==> config.mk <==
export PLATFORM = sky130hd
export DESIGN_NAME = uart_tx_buf
export DESIGN_NICKNAME = d
export VERILOG_FILES = /design/src/rtl/uart_tx_buf_pkg.sv /design/src/rtl/uart_sync_fifo.sv /design/src/rtl/uart_tx_buf.sv
export SDC_FILE = /design/constraint.sdc
export NUM_CORES = 1
export LEC_CHECK = 0
export CAP_MARGIN = 20
export CORE_MARGIN = 5
export CORE_UTILIZATION = 39
export CTS_BUF_LIST = sky130_fd_sc_hd__clkbuf_8
export CTS_CLUSTER_DIAMETER = 150
export DETAILED_ROUTE_END_ITERATION = 10
export PLACE_DENSITY_LB_ADDON = 0.1
export SYNTH_ARGS = -nofsm -noshare
export SYNTH_HDL_FRONTEND = slang
export SYNTH_HIERARCHICAL = 1
export SYNTH_SLANG_ARGS = --single-unit
==> constraint.sdc <==
create_clock -name clk -period 7 [get_ports clk]
set_input_delay 1.75 -clock clk [delete_from_list [all_inputs] [get_ports clk]]
set_output_delay 1.75 -clock clk [all_outputs]
set_load 0.02 [all_outputs]
==> src/rtl/uart_tx_buf_pkg.sv <==
// Shared UART definitions: transmit FSM encodings, framing bits and divider sizing.
// UART_TX_PARITY_EN widens the state encoding to make room for the PARITY state.
package uart_tx_buf_pkg;

`ifdef UART_TX_PARITY_EN
  localparam int unsigned UART_TX_STATE_W = 3;
`else
  localparam int unsigned UART_TX_STATE_W = 2;
`endif

  typedef logic [UART_TX_STATE_W-1:0] UartTxStateBus;

  localparam UartTxStateBus UART_TX_STATE_IDLE   = UartTxStateBus'(0);
  localparam UartTxStateBus UART_TX_STATE_START  = UartTxStateBus'(1);
  localparam UartTxStateBus UART_TX_STATE_DATA   = UartTxStateBus'(2);
  localparam UartTxStateBus UART_TX_STATE_STOP   = UartTxStateBus'(3);
`ifdef UART_TX_PARITY_EN
  localparam UartTxStateBus UART_TX_STATE_PARITY = UartTxStateBus'(4);
`endif

  localparam logic UART_START_BIT = 1'b0;
  localparam logic UART_STOP_BIT  = 1'b1;

  localparam int unsigned UART_BIT_CNT_W   = 3;
  localparam int unsigned UART_BIT_CNT_MSB = 7;

  // Same divider as the receive path.
  localparam int unsigned UART_DIV_RATE  = 260;
  localparam int unsigned UART_DIV_CNT_W = $clog2(UART_DIV_RATE);
  typedef logic [UART_DIV_CNT_W-1:0] UartDivCntBus;

  function automatic logic uart_even_parity(input logic [7:0] b);
    return ^b;
  endfunction

endpackage

==> src/rtl/uart_sync_fifo.sv <==
// Synchronous FIFO with registered count; DEPTH must be a power of two so pointers wrap
// naturally. Push while full and pop while empty are ignored.
module uart_sync_fifo #(
  parameter int unsigned WIDTH = 8,
  parameter int unsigned DEPTH = 4,
  parameter int unsigned CNT_W = $clog2(DEPTH) + 1
) (
  input  logic             clk,
  input  logic             reset,
  input  logic             push_i,
  input  logic [WIDTH-1:0] wdata_i,
  input  logic             pop_i,
  output logic [WIDTH-1:0] rdata_o,
  output logic             full_o,
  output logic             empty_o,
  output logic [CNT_W-1:0] cnt_o
);

  localparam int unsigned PtrW = (DEPTH > 1) ? $clog2(DEPTH) : 1;

  logic [WIDTH-1:0] mem_q [DEPTH];
  logic [WIDTH-1:0] mem_d [DEPTH];
  logic [PtrW-1:0]  wr_ptr_q, wr_ptr_d;
  logic [PtrW-1:0]  rd_ptr_q, rd_ptr_d;
  logic [CNT_W-1:0] cnt_q, cnt_d;
  logic             do_push, do_pop;

  assign full_o  = (cnt_q == CNT_W'(DEPTH));
  assign empty_o = (cnt_q == '0);
  assign cnt_o   = cnt_q;
  assign rdata_o = mem_q[rd_ptr_q];
  assign do_push = push_i & ~full_o;
  assign do_pop  = pop_i & ~empty_o;

  always_comb begin
    mem_d    = mem_q;
    wr_ptr_d = wr_ptr_q;
    rd_ptr_d = rd_ptr_q;
    cnt_d    = cnt_q;
    if (do_push) begin
      mem_d[wr_ptr_q] = wdata_i;
      wr_ptr_d        = wr_ptr_q + PtrW'(1);
    end
    if (do_pop) begin
      rd_ptr_d = rd_ptr_q + PtrW'(1);
    end
    case ({do_push, do_pop})
      2'b10:   cnt_d = cnt_q + CNT_W'(1);
      2'b01:   cnt_d = cnt_q - CNT_W'(1);
      default: cnt_d = cnt_q;
    endcase
  end

  always_ff @(posedge clk) begin
    if (!reset) begin
      wr_ptr_q <= '0;
      rd_ptr_q <= '0;
      cnt_q    <= '0;
    end else begin
      wr_ptr_q <= wr_ptr_d;
      rd_ptr_q <= rd_ptr_d;
      cnt_q    <= cnt_d;
    end
  end

  // Storage needs no reset; the count guards every read.
  always_ff @(posedge clk) begin
    mem_q <= mem_d;
  end

endmodule

==> src/rtl/uart_tx_buf.sv <==
// Buffered UART transmitter: FIFO-fed 8N1 serialiser with registered tx output.
// Define UART_TX_PARITY_EN to insert an even-parity bit between data and stop.
module uart_tx_buf
  import uart_tx_buf_pkg::*;
#(
  parameter int unsigned DIV_RATE   = UART_DIV_RATE,
  parameter int unsigned FIFO_DEPTH = 4,
  parameter int unsigned CNT_W      = 3
) (
  input  logic             clk,
  input  logic             reset,
  input  logic             tx_valid,
  input  logic [7:0]       tx_data,
  output logic             tx_ready,
  output logic             tx_busy,
  output logic             tx_end,
  output logic [CNT_W-1:0] fifo_cnt,
  output logic             tx
);

  localparam int unsigned DivW = (DIV_RATE > 1) ? $clog2(DIV_RATE) : 1;
  localparam logic [DivW-1:0] DivMax = DivW'(DIV_RATE - 1);
  localparam logic [UART_BIT_CNT_W-1:0] BitMsb = UART_BIT_CNT_W'(UART_BIT_CNT_MSB);

  UartTxStateBus             state_q, state_d;
  logic [DivW-1:0]           div_q, div_d;
  logic [UART_BIT_CNT_W-1:0] bit_q, bit_d;
  logic [7:0]                sh_q, sh_d;
  logic                      tx_q, tx_d;
  logic                      end_pend_q, end_pend_d;
  logic                      tx_end_q, tx_end_d;
`ifdef UART_TX_PARITY_EN
  logic                      par_q, par_d;
`endif

  logic       fifo_full, fifo_empty;
  logic [7:0] fifo_head;
  logic       load, stop_done, div_expired;

  uart_sync_fifo #(
    .WIDTH (8),
    .DEPTH (FIFO_DEPTH),
    .CNT_W (CNT_W)
  ) u_fifo (
    .clk     (clk),
    .reset   (reset),
    .push_i  (tx_valid & tx_ready),
    .wdata_i (tx_data),
    .pop_i   (load),
    .rdata_o (fifo_head),
    .full_o  (fifo_full),
    .empty_o (fifo_empty),
    .cnt_o   (fifo_cnt)
  );

  assign tx_ready    = ~fifo_full;
  assign tx_busy     = (state_q != UART_TX_STATE_IDLE) | ~fifo_empty;
  assign tx_end      = tx_end_q;
  assign tx          = tx_q;
  assign div_expired = (div_q == '0);

  always_comb begin
    state_d   = state_q;
    div_d     = div_q;
    bit_d     = bit_q;
    sh_d      = sh_q;
    load      = 1'b0;
    stop_done = 1'b0;
`ifdef UART_TX_PARITY_EN
    par_d     = par_q;
`endif
    if (state_q != UART_TX_STATE_IDLE) begin
      div_d = div_expired ? DivMax : div_q - DivW'(1);
    end
    case (state_q)
      UART_TX_STATE_IDLE: load = ~fifo_empty;
      UART_TX_STATE_START: begin
        if (div_expired) begin
          state_d = UART_TX_STATE_DATA;
          bit_d   = '0;
        end
      end
      UART_TX_STATE_DATA: begin
        if (div_expired) begin
          sh_d = {1'b0, sh_q[7:1]};
          if (bit_q == BitMsb) begin
`ifdef UART_TX_PARITY_EN
            state_d = UART_TX_STATE_PARITY;
`else
            state_d = UART_TX_STATE_STOP;
`endif
          end else begin
            bit_d = bit_q + UART_BIT_CNT_W'(1);
          end
        end
      end
`ifdef UART_TX_PARITY_EN
      UART_TX_STATE_PARITY: begin
        if (div_expired) state_d = UART_TX_STATE_STOP;
      end
`endif
      UART_TX_STATE_STOP: begin
        if (div_expired) begin
          stop_done = 1'b1;
          if (!fifo_empty) begin
            load = 1'b1;
          end else begin
            state_d = UART_TX_STATE_IDLE;
            div_d   = '0;
          end
        end
      end
      default: state_d = UART_TX_STATE_IDLE;
    endcase
    // Loading from STOP chains frames back to back with no idle gap.
    if (load) begin
      state_d = UART_TX_STATE_START;
      div_d   = DivMax;
      sh_d    = fifo_head;
`ifdef UART_TX_PARITY_EN
      par_d   = uart_even_parity(fifo_head);
`endif
    end
  end

  always_comb begin
    tx_d = UART_STOP_BIT;
    case (state_q)
      UART_TX_STATE_START:  tx_d = UART_START_BIT;
      UART_TX_STATE_DATA:   tx_d = sh_q[0];
`ifdef UART_TX_PARITY_EN
      UART_TX_STATE_PARITY: tx_d = par_q;
`endif
      default:              tx_d = UART_STOP_BIT;
    endcase
  end

  // tx_end is delayed to line up with the end of the stop bit on the registered tx pin.
  assign end_pend_d = stop_done;
  assign tx_end_d   = end_pend_q;

  always_ff @(posedge clk) begin
    if (!reset) begin
      state_q    <= UART_TX_STATE_IDLE;
      div_q      <= '0;
      bit_q      <= '0;
      sh_q       <= '0;
      tx_q       <= UART_STOP_BIT;
      end_pend_q <= 1'b0;
      tx_end_q   <= 1'b0;
`ifdef UART_TX_PARITY_EN
      par_q      <= 1'b0;
`endif
    end else begin
      state_q    <= state_d;
      div_q      <= div_d;
      bit_q      <= bit_d;
      sh_q       <= sh_d;
      tx_q       <= tx_d;
      end_pend_q <= end_pend_d;
      tx_end_q   <= tx_end_d;
`ifdef UART_TX_PARITY_EN
      par_q      <= par_d;
`endif
    end
  end

endmodule
==> results of run 1 <==
[cell type report]
cell class | instances | area (um2)
Fill cell | 686 | 3870
Sequential cell | 64 | 1600
Clock buffer | 9 | 124
Inverter | 18 | 67.6
Multi-Input combinational cell | 155 | 1190
Tap cell | 99 | 124
Clock inverter | 7 | 104
Timing Repair Buffer | 18 | 178
[how the worst min path moves through the flow]
| stage | to | slack, ns | from | depth (start not counted) |
|---|---|---|---|---|
| global route | tx_end$_SDFF_PN0_ | 0.48 | end_pend_q$_SDFF_PN0_ | 1 |
| floorplan | tx_end$_SDFF_PN0_ | 0.41 | end_pend_q$_SDFF_PN0_ | 1 |
| finish | tx_end$_SDFF_PN0_ | 0.44 | end_pend_q$_SDFF_PN0_ | 1 |
| global placement | tx_end$_SDFF_PN0_ | 0.42 | end_pend_q$_SDFF_PN0_ | 1 |
| CTS | tx_end$_SDFF_PN0_ | 0.45 | end_pend_q$_SDFF_PN0_ | 1 |
| detailed placement | tx_end$_SDFF_PN0_ | 0.43 | end_pend_q$_SDFF_PN0_ | 1 |
[kinds of logic after synthesis]
logic type / synth area share
compound gates: 0.0929
xor+xnor: 0.0211
fa+ha+maj: 0.0585
buf+inv: 0.0413
flops: 0.551
mux: 0.0929
simple gates: 0.143
[layer usage]
metal / vias to the layer above / global-route usage / wire length, um
li1: 929 / - / -
met1: 839 / 0.174 / 2580
met2: 26 / 0.191 / 2370
met3: 11 / 0.0274 / 138
met4: 0 / 0.0713 / 107
met5: - / 0 / 0
[power breakdown]
part | leakage (nW) | switching [W] | internal, W
clock network | 0.114 | 0.000154 | 0.000204
logic | 0.566 | 0.000321 | 0.000236
registers | 0.555 | 0.0000704 | 0.000482
total | 1.24 | 0.000545 | 0.000922
[registers in the layout (all words and copies together), names as in the netlist]
name and cells:
tx_end 1, state_q 2, u_fifo/rd_ptr_q 2, tx 1, sh_q 8, u_fifo/mem_q 32
u_fifo/cnt_o 3, u_fifo/wr_ptr_q 2, div_q 9, bit_q 3, end_pend_q 1
[metrics by stage]
| step | util | power (W) | hold slack, ns | area, um2 | std cells |
|---|---|---|---|---|---|
| floorplan | - | 0.000984 | 0.412 | 2910 | 248 |
| global placement | 0.435 | 0.00112 | 0.418 | 3160 | 354 |
| detailed placement | 0.435 | 0.00113 | 0.427 | 3160 | 354 |
| CTS | 0.467 | 0.00149 | 0.446 | 3390 | 370 |
| global route | 0.467 | 0.00158 | 0.477 | 3390 | 370 |
| finish | 0.467 | 0.00147 | 0.440 | 3390 | 370 |
[cells in the mapped netlist (all sizes together)]
| master | count |
|---|---|
| a21oi | 14 |
| or3 | 2 |
| and3 | 1 |
| or3b | 2 |
| edfxtp | 32 |
| nor3 | 4 |
| ha | 12 |
| clkbuf | 5 |
| nand4 | 2 |
| o2111ai | 1 |
| nand2b | 2 |
| nor3b | 3 |
| nor2b | 3 |
| xnor2 | 3 |
| or4b | 1 |
| nand2 | 21 |
| a31oi | 2 |
| and2 | 8 |
| a211oi | 2 |
| or4 | 1 |
| mux4 | 8 |
| or2 | 1 |
| nor4b | 1 |
| o41ai | 2 |
| o21ai | 20 |
| fa | 1 |
| xor2 | 4 |
| nand3 | 5 |
| inv | 18 |
| a32oi | 1 |
| mux2i | 9 |
| nand4bb | 1 |
| nor2 | 11 |
| a211o | 2 |
| dfxtp | 32 |
| nor4 | 3 |
| buf | 6 |
| a21boi | 2 |
==> impl_metrics.tcl, run 1 <==
set metrics [dict create \
    status "finished, final reports clean" \
    num-nets-final 290 \
    dp_hpwl_mm 3.54 \
    ys_seq_area_frac 0.551 \
    cts_resized 0 \
    antennaDiodeCount 0 \
    grt_max_degree 24 \
    cts.sinks 64 \
    reg2reg_from "div_q[0]$_SDFF_PN0_" \
    worstPathCellList "inv_1 > ha_1 > nand2_1 > clkdlybuf4s50_1" \
    cp_max_fo 12 \
    core_um2 7250 \
    cts_hold_buf 0 \
    drc_errors 0 \
    antenna_found_initial 0 \
    synth_top_area_share 0.330 \
    p_leak_nw 1.24 \
    regToRegSetupSlack_ns 3.89 \
    h-tree-depth 3 \
    end_kind "primary output" \
    crit_slowest_cell "clkdlybuf4s50_1" \
    cts_buffers 9 \
    wirelength_mm 5.19 \
    avgRoutedWirePerCell_um 14.0 \
    drt_iter0_markers 52 \
    crit_family "buffers and inverters" \
    r2r-end "u_fifo/cnt_o[2]$_SDFFE_PN0P_" \
    cp-start-kind "flip-flop" \
    powerDensity_nw_per_um2 433 \
    vias 1805 \
    crit_arrival_ns 1.86 \
    clock.fmax_mhz 277 \
    start_util 0.401 \
    setup_slack_ns 3.39 \
    avgViaCountPerCell 4.88 \
    final_cell_mix "dfxtp_1 (32), edfxtp_1 (32), nand2_1 (21)" \
    startpoint "state_q[0]$_SDFFE_PN0P_" \
    path_buf_inv 2 \
    io_pins 18 \
    synth.area.top_cells "edfxtp_1 (33%), dfxtp_1 (22%), mux4_2 (6.2%), ha_1 (5.2%), mux2i_1 (3.1%)" \
    endpoint "tx_busy" \
    grt_overflow 0 \
    synth_seq_cells 64 \
    die_y_um 96.4 \
    cp_data_required_time_ns 5.25 \
    fp-row-count 31 \
    clock_latency_ns 0.34 \
    fin_skew_ns 0.00511 \
    drt_pass1_iterations 4 \
    synth.net_count 272 \
    synth.cell_area_um2 2910 \
    slowest_delay_ns 0.60 \
    dieArea_um2 9290 \
    fin_setup_tns_ns 0 \
    relSlewSlack 0.468 \
    avgSynthCellArea_um2 11.7 \
    drtAntennaViolNets 0 \
    grt_pass1_wl_mm 8.99 \
    hold_viol_final 0 \
    globalplace.congestion 0.728 \
    setup-violations-final 0 \
    syn_inst 248 \
    worst_slew_pin_slew_ns 0.796 \
    grt_pass1_vias 1825 \
    cts_tree "built" \
    root_buffer "clkbuf_8" \
    clk_pin_slew_ns 0.08 \
    hp-class "flip-flop to flip-flop" \
    slew_violations 0 \
    port_buffers 17 \
    path_class "flip-flop to primary output" \
    period_needed_ns 3.61 \
    cts_buffer_depth 2 \
    yosysWarnings 6 \
    dp_slack_ns 3.18 \
    die_x_um 96.4 \
    drive_above_1_share 0.133 \
    synth.distinct_cells 48 \
    grt_setup_unrepaired "false" \
    synth_top_area_cell "edfxtp_1" \
    cts_setup_buffers 0 \
    cp.depth 4 \
    syn_to_final_growth_pct 16.4 \
    fin_crit_sh 0.515 \
    ir_worst_vdd_mv 0.157 \
    reg2reg_depth 12 \
    cap_violations 0 \
    grt.total_usage 0.128 \
]
No activity file was read; power rests on OpenSTA's default activity.
==> run 2: changes to the inputs <==
Clock period 7 ns to 3.6 ns, I/O delays scaled along.
==> impl_metrics.tcl, run 2 (synthesized netlist as in run 1, its figures left out) <==
set metrics [dict create \
    port_buffers 17 \
    switchingPower_w 0.00104 \
    crit_slowest_cell "dfxtp_1" \
    antennaDiodeCount 0 \
    fp-row-count 31 \
    drc_errors 0 \
    die_y_um 96.4 \
    cp_data_required_time_ns 3.88 \
    holdPathStages 1 \
    avgViaCountPerCell 4.88 \
    final_cells 374 \
    path_class "flip-flop to flip-flop" \
    drt_iter0_markers 70 \
    end_kind "flip-flop" \
    antenna_found_initial 0 \
    reg2reg_depth 12 \
    cp_common_cell "inv_1" \
    grt_pass1_vias 1722 \
    p_int_w 0.00168 \
    cts_buffers 9 \
    fin_skew_ns 0.00862 \
    relSlewSlack 0.574 \
    cts.sinks 64 \
    worst_slew_pin_slew_ns 0.633 \
    cap_violations 0 \
    io_pins 18 \
    ir_worst_vdd_mv 0.281 \
    hold_viol_final 0 \
    syn_to_final_growth_pct 15.5 \
    largest_reg_flops 32 \
    crit_arrival_ns 3.07 \
    placed_cells 358 \
    min_to "tx_end$_SDFF_PN0_" \
    use_met1 0.152 \
    dieArea_um2 9290 \
    cts_resized 0 \
    die_x_um 96.4 \
    r2r-end "u_fifo/cnt_o[2]$_SDFFE_PN0P_" \
    clk_pin_slew_ns 0.07 \
    powerDensity_nw_per_um2 810 \
    cts_tree "built" \
    grt.total_usage 0.121 \
    setup-violations-final 0 \
    n_fill_cell 698 \
    hp-class "flip-flop to flip-flop" \
    globalplace.congestion 0.747 \
    path_buf_inv 3 \
    clock.fmax_mhz 358 \
    drtAntennaViolNets 0 \
    gr-usage-met2 0.184 \
    p_clk_frac 0.191 \
    cp_max_fo 4 \
    crit_family "adder cells" \
    dp_hpwl_mm 3.39 \
    cts_setup_buffers 0 \
    fin_setup_tns_ns 0 \
    num-nets-final 294 \
    grt_overflow 0 \
    final_cell_mix "dfxtp_1 (32), edfxtp_1 (32), nand2_1 (21)" \
    largest_register "u_fifo/mem_q" \
    gr-usage-met3 0.0446 \
    status "finished, final reports clean" \
    cp-start-kind "flip-flop" \
    cts_hold_buf 0 \
    wirelength_mm 4.92 \
    drt_pass1_iterations 5 \
    vias 1825 \
    fin_crit_sh 0.776 \
    drive_above_1_share 0.142 \
    regToRegSetupSlack_ns 0.80 \
    period_needed_ns 2.80 \
    p_leak_nw 1.22 \
    grt.busiest_layer "met2" \
    grt_setup_unrepaired "false" \
    postPlaceCellArea_um2 3190 \
    sw_frac_of_total 0.383 \
    cts_buffer_depth 2 \
    grt_max_degree 24 \
    root_buffer "clkbuf_8" \
    h-tree-depth 3 \
    holdCritStartpoint "end_pend_q$_SDFF_PN0_" \
    slowest_delay_ns 0.38 \
    pwr-share-comb 0.414 \
    power.share.sequential 0.395 \
    reg2reg_from "state_q[0]$_SDFFE_PN0P_" \
    avgRoutedWirePerCell_um 13.2 \
    grt_pass1_wl_mm 8.20 \
    clock_latency_ns 0.34 \
    final_area_um2 3360 \
    start_util 0.401 \
    worstPathCellList "inv_1 > ha_1 > nor3b_1 > a32oi_1 > inv_1 > nor2b_1 > ha_1 > inv_1 > fa_1 > xor2_1 > or3_1 > a21boi_1" \
    core_um2 7250 \
    slew_violations 0 \
    largestRegisters "u_fifo/mem_q (32), div_q (9), sh_q (8)" \
]
==> run 2: metal layers <==
metal,share of wire,up-vias,wire length (um)
li1,-,938,-
met4,0.018,0,87
met5,0,-,0
met2,0.48,26,2350
met1,0.47,853,2300
met3,0.038,8,186
==> run 2: power groups by stage <==
stage | Sequential [W] | Combinational, W | Clock [W]
final | 0.00107 | 0.00113 | 0.000521
after global placement | 0.00110 | 0.00113 | 0
after floorplan | 0.00106 | 0.000852 | 0
after CTS | 0.00108 | 0.00114 | 0.000544
after detailed placement | 0.00109 | 0.00113 | 0
after global routing | 0.00110 | 0.00126 | 0.000579
==> run 2: area by class of cell <==
class,instances,area (um2),area share
flip-flops and latches,64,1600,0.477
multi-input cells,155,1190,0.353
repair buffers,22,208,0.0618
clock buffers,9,124,0.0369
well taps,99,124,0.0369
inverters,18,67.6,0.0201
clock inverters,7,48.8,0.0145
==> run 2: how the worst max path moves through the flow <==
| stage | start | to | slack [ns] | depth (start not counted) |
|---|---|---|---|---|
| 6_report | state_q[0]$_SDFFE_PN0P_ | u_fifo/cnt_o[2]$_SDFFE_PN0P_ | 0.80 | 12 |
| 5_1_grt | div_q[0]$_SDFF_PN0_ | u_fifo/cnt_o[2]$_SDFFE_PN0P_ | 0.61 | 13 |
| 4_1_cts | div_q[0]$_SDFF_PN0_ | u_fifo/cnt_o[2]$_SDFFE_PN0P_ | 0.80 | 13 |
| 3_5_place_dp | tx_valid | u_fifo/cnt_o[2]$_SDFFE_PN0P_ | 0.72 | 10 |
| 3_3_place_gp | tx_valid | u_fifo/cnt_o[2]$_SDFFE_PN0P_ | 0.76 | 10 |
| 2_1_floorplan | div_q[0]$_SDFF_PN0_ | u_fifo/cnt_o[2]$_SDFFE_PN0P_ | 0.73 | 13 |
==> run 2: worst reg2reg max path, delay by kind of cell, from the launching register on <==
kind	cells	cell delay, ns
adder cells (fa/ha/maj)	3	0.90
AND/OR/NAND/NOR	3	0.72
flip-flops	1	0.38
buffers and inverters	3	0.29
AO/OA/AOI/OAI	2	0.28
XOR/XNOR	1	0.16
==> run 2: metrics by stage <==
step           power [W]  hold WS (ns)  utilization  setup slack [ns]
2_1_floorplan    0.00191         0.412            -             0.732
6_report         0.00272         0.447        0.463             0.805
3_3_place_gp     0.00223         0.420        0.440             0.760
4_1_cts          0.00276         0.453        0.463             0.800
5_1_grt          0.00294         0.474        0.463             0.614
3_5_place_dp     0.00222         0.425        0.440             0.725
==> RTL edit, RTL diff (settings of run 2) <==
Reset style: asynchronous (`reset`), changed in 2 clocked blocks.
--- a/src/rtl/uart_sync_fifo.sv
+++ b/src/rtl/uart_sync_fifo.sv
@@ -51,7 +51,7 @@
     endcase
   end
 
-  always_ff @(posedge clk) begin
+  always_ff @(posedge clk or negedge reset) begin
     if (!reset) begin
       wr_ptr_q <= '0;
       rd_ptr_q <= '0;
--- a/src/rtl/uart_tx_buf.sv
+++ b/src/rtl/uart_tx_buf.sv
@@ -139,7 +139,7 @@
   assign end_pend_d = stop_done;
   assign tx_end_d   = end_pend_q;
 
-  always_ff @(posedge clk) begin
+  always_ff @(posedge clk or negedge reset) begin
     if (!reset) begin
       state_q    <= UART_TX_STATE_IDLE;
       div_q      <= '0;
Behaviour: differs if reset is asserted again (counterexample within 4 cycles, from zero or initial values and one cycle with reset low); with reset held inactive, the same outputs for 10 cycles.
==> RTL edit against run 2 <==
- wire length up 11%
- critical path depth up 1
- sequential share of layout area up 3.0 points
- worst setup slack worse by 0.34 ns
- final area up 3.6%
- clock power up 42%
- hold slack worse by 0.071 ns
- non-clock buffer count down 4
- sequential cell count unchanged
- sequential power up 14%
- total power up 4.7%
- synthesized area up 2.1%
- fmax down 11%
- largest power group is now registers
- highest routed layer unchanged
==> RTL edit: results (changes against run 2) <==
stage,metric,value,unit,change
outcome,outcome,"finished, final reports clean",,
pwr,Clk power,0.000740,W,+42%
place,detailed placement HPWL,3800,um,+12%
pwr,Static Leak,1.38,nW,+13%
critical_path,Worst EP arrival,3.39,ns,+0.32 ns
global_route,largest net degree at the start of global routing,33,,+38%
yosys,ranking of synthesized cells by area,"edfxtp_1, dfrtp_1, mux4_2",,
route,wire per inst,16.5,um,+25%
hold_path,min-delay src,end_pend_q$_DFF_PN0_,,
global_route,first-pass GRT wire length,9160,um,+12%
critical_path,maximum fanout along the worst path,11,,+7
critical_path,RR Endpoint,u_fifo/cnt_o[2]$_DFFE_PN0P_,,
hold_path,Hold Path Sink,tx_end$_DFF_PN0_,,
critical_path,reg2reg path depth,13,,+1
timing,Rel. slew slack,54.7,%,-2.7 points
critical_path,CP top delay family,simple AND/OR/NAND/NOR gates,,
pwr,Max VDD drop,418,uV,+48%
yosys,register area share after synthesis,59.4,%,+4.3 points
place,gpl congestion,0.826,,+11%
cells_and_area,NumNets Final,250,,-15%
global_route,met1 usage,16.0,%,+0.85 points
global_route,Total GRT Usage,12.5,%,+0.37 points
route,vias per std cell,5.05,,+3.6%
pwr,sequential logic power,0.00122,W,+14%
place,pre-CTS setup slack,0.499,ns,-0.226 ns
route,TritonRoute pass-1 iters,4,,-1
timing,final period utilization,87.0,%,+9.4 points
yosys,Yosys cell types,43,,-10%
critical_path,Critical Path Start,div_q[0]$_DFF_PN0_,,
[RTL edit: through the flow]
stage               cells  total power (W)  hold WS [ns]  utilization, %  instance area, sq um
floorplan             201          0.00186         0.331               -                  2970
global placement      314          0.00208         0.349            44.2                  3240
detailed placement    314          0.00213         0.361            44.2                  3240
CTS                   330          0.00289         0.374            47.5                  3480
global route          330          0.00303         0.380            47.5                  3480
finish                330          0.00285         0.376            47.5                  3480
[RTL edit: cells by family after synthesis]
kind of cell    Yosys count  synth area share, %
simple gates             46                 9.78
xor+xnor                 12                 3.54
buf+inv                  20                 3.08
fa+ha+maj                13                 5.73
compound gates           21                 5.06
mux                      25                 13.4
flops                    64                 59.4
[RTL edit: area by class of cell]
class,instances,area [sq um]
fillers,639,3850
flip-flops and latches,64,1760
multi-input cells,117,1110
repair buffers,18,178
clock buffers,9,124
well taps,99,124
clock inverters,7,120
inverters,16,60.1
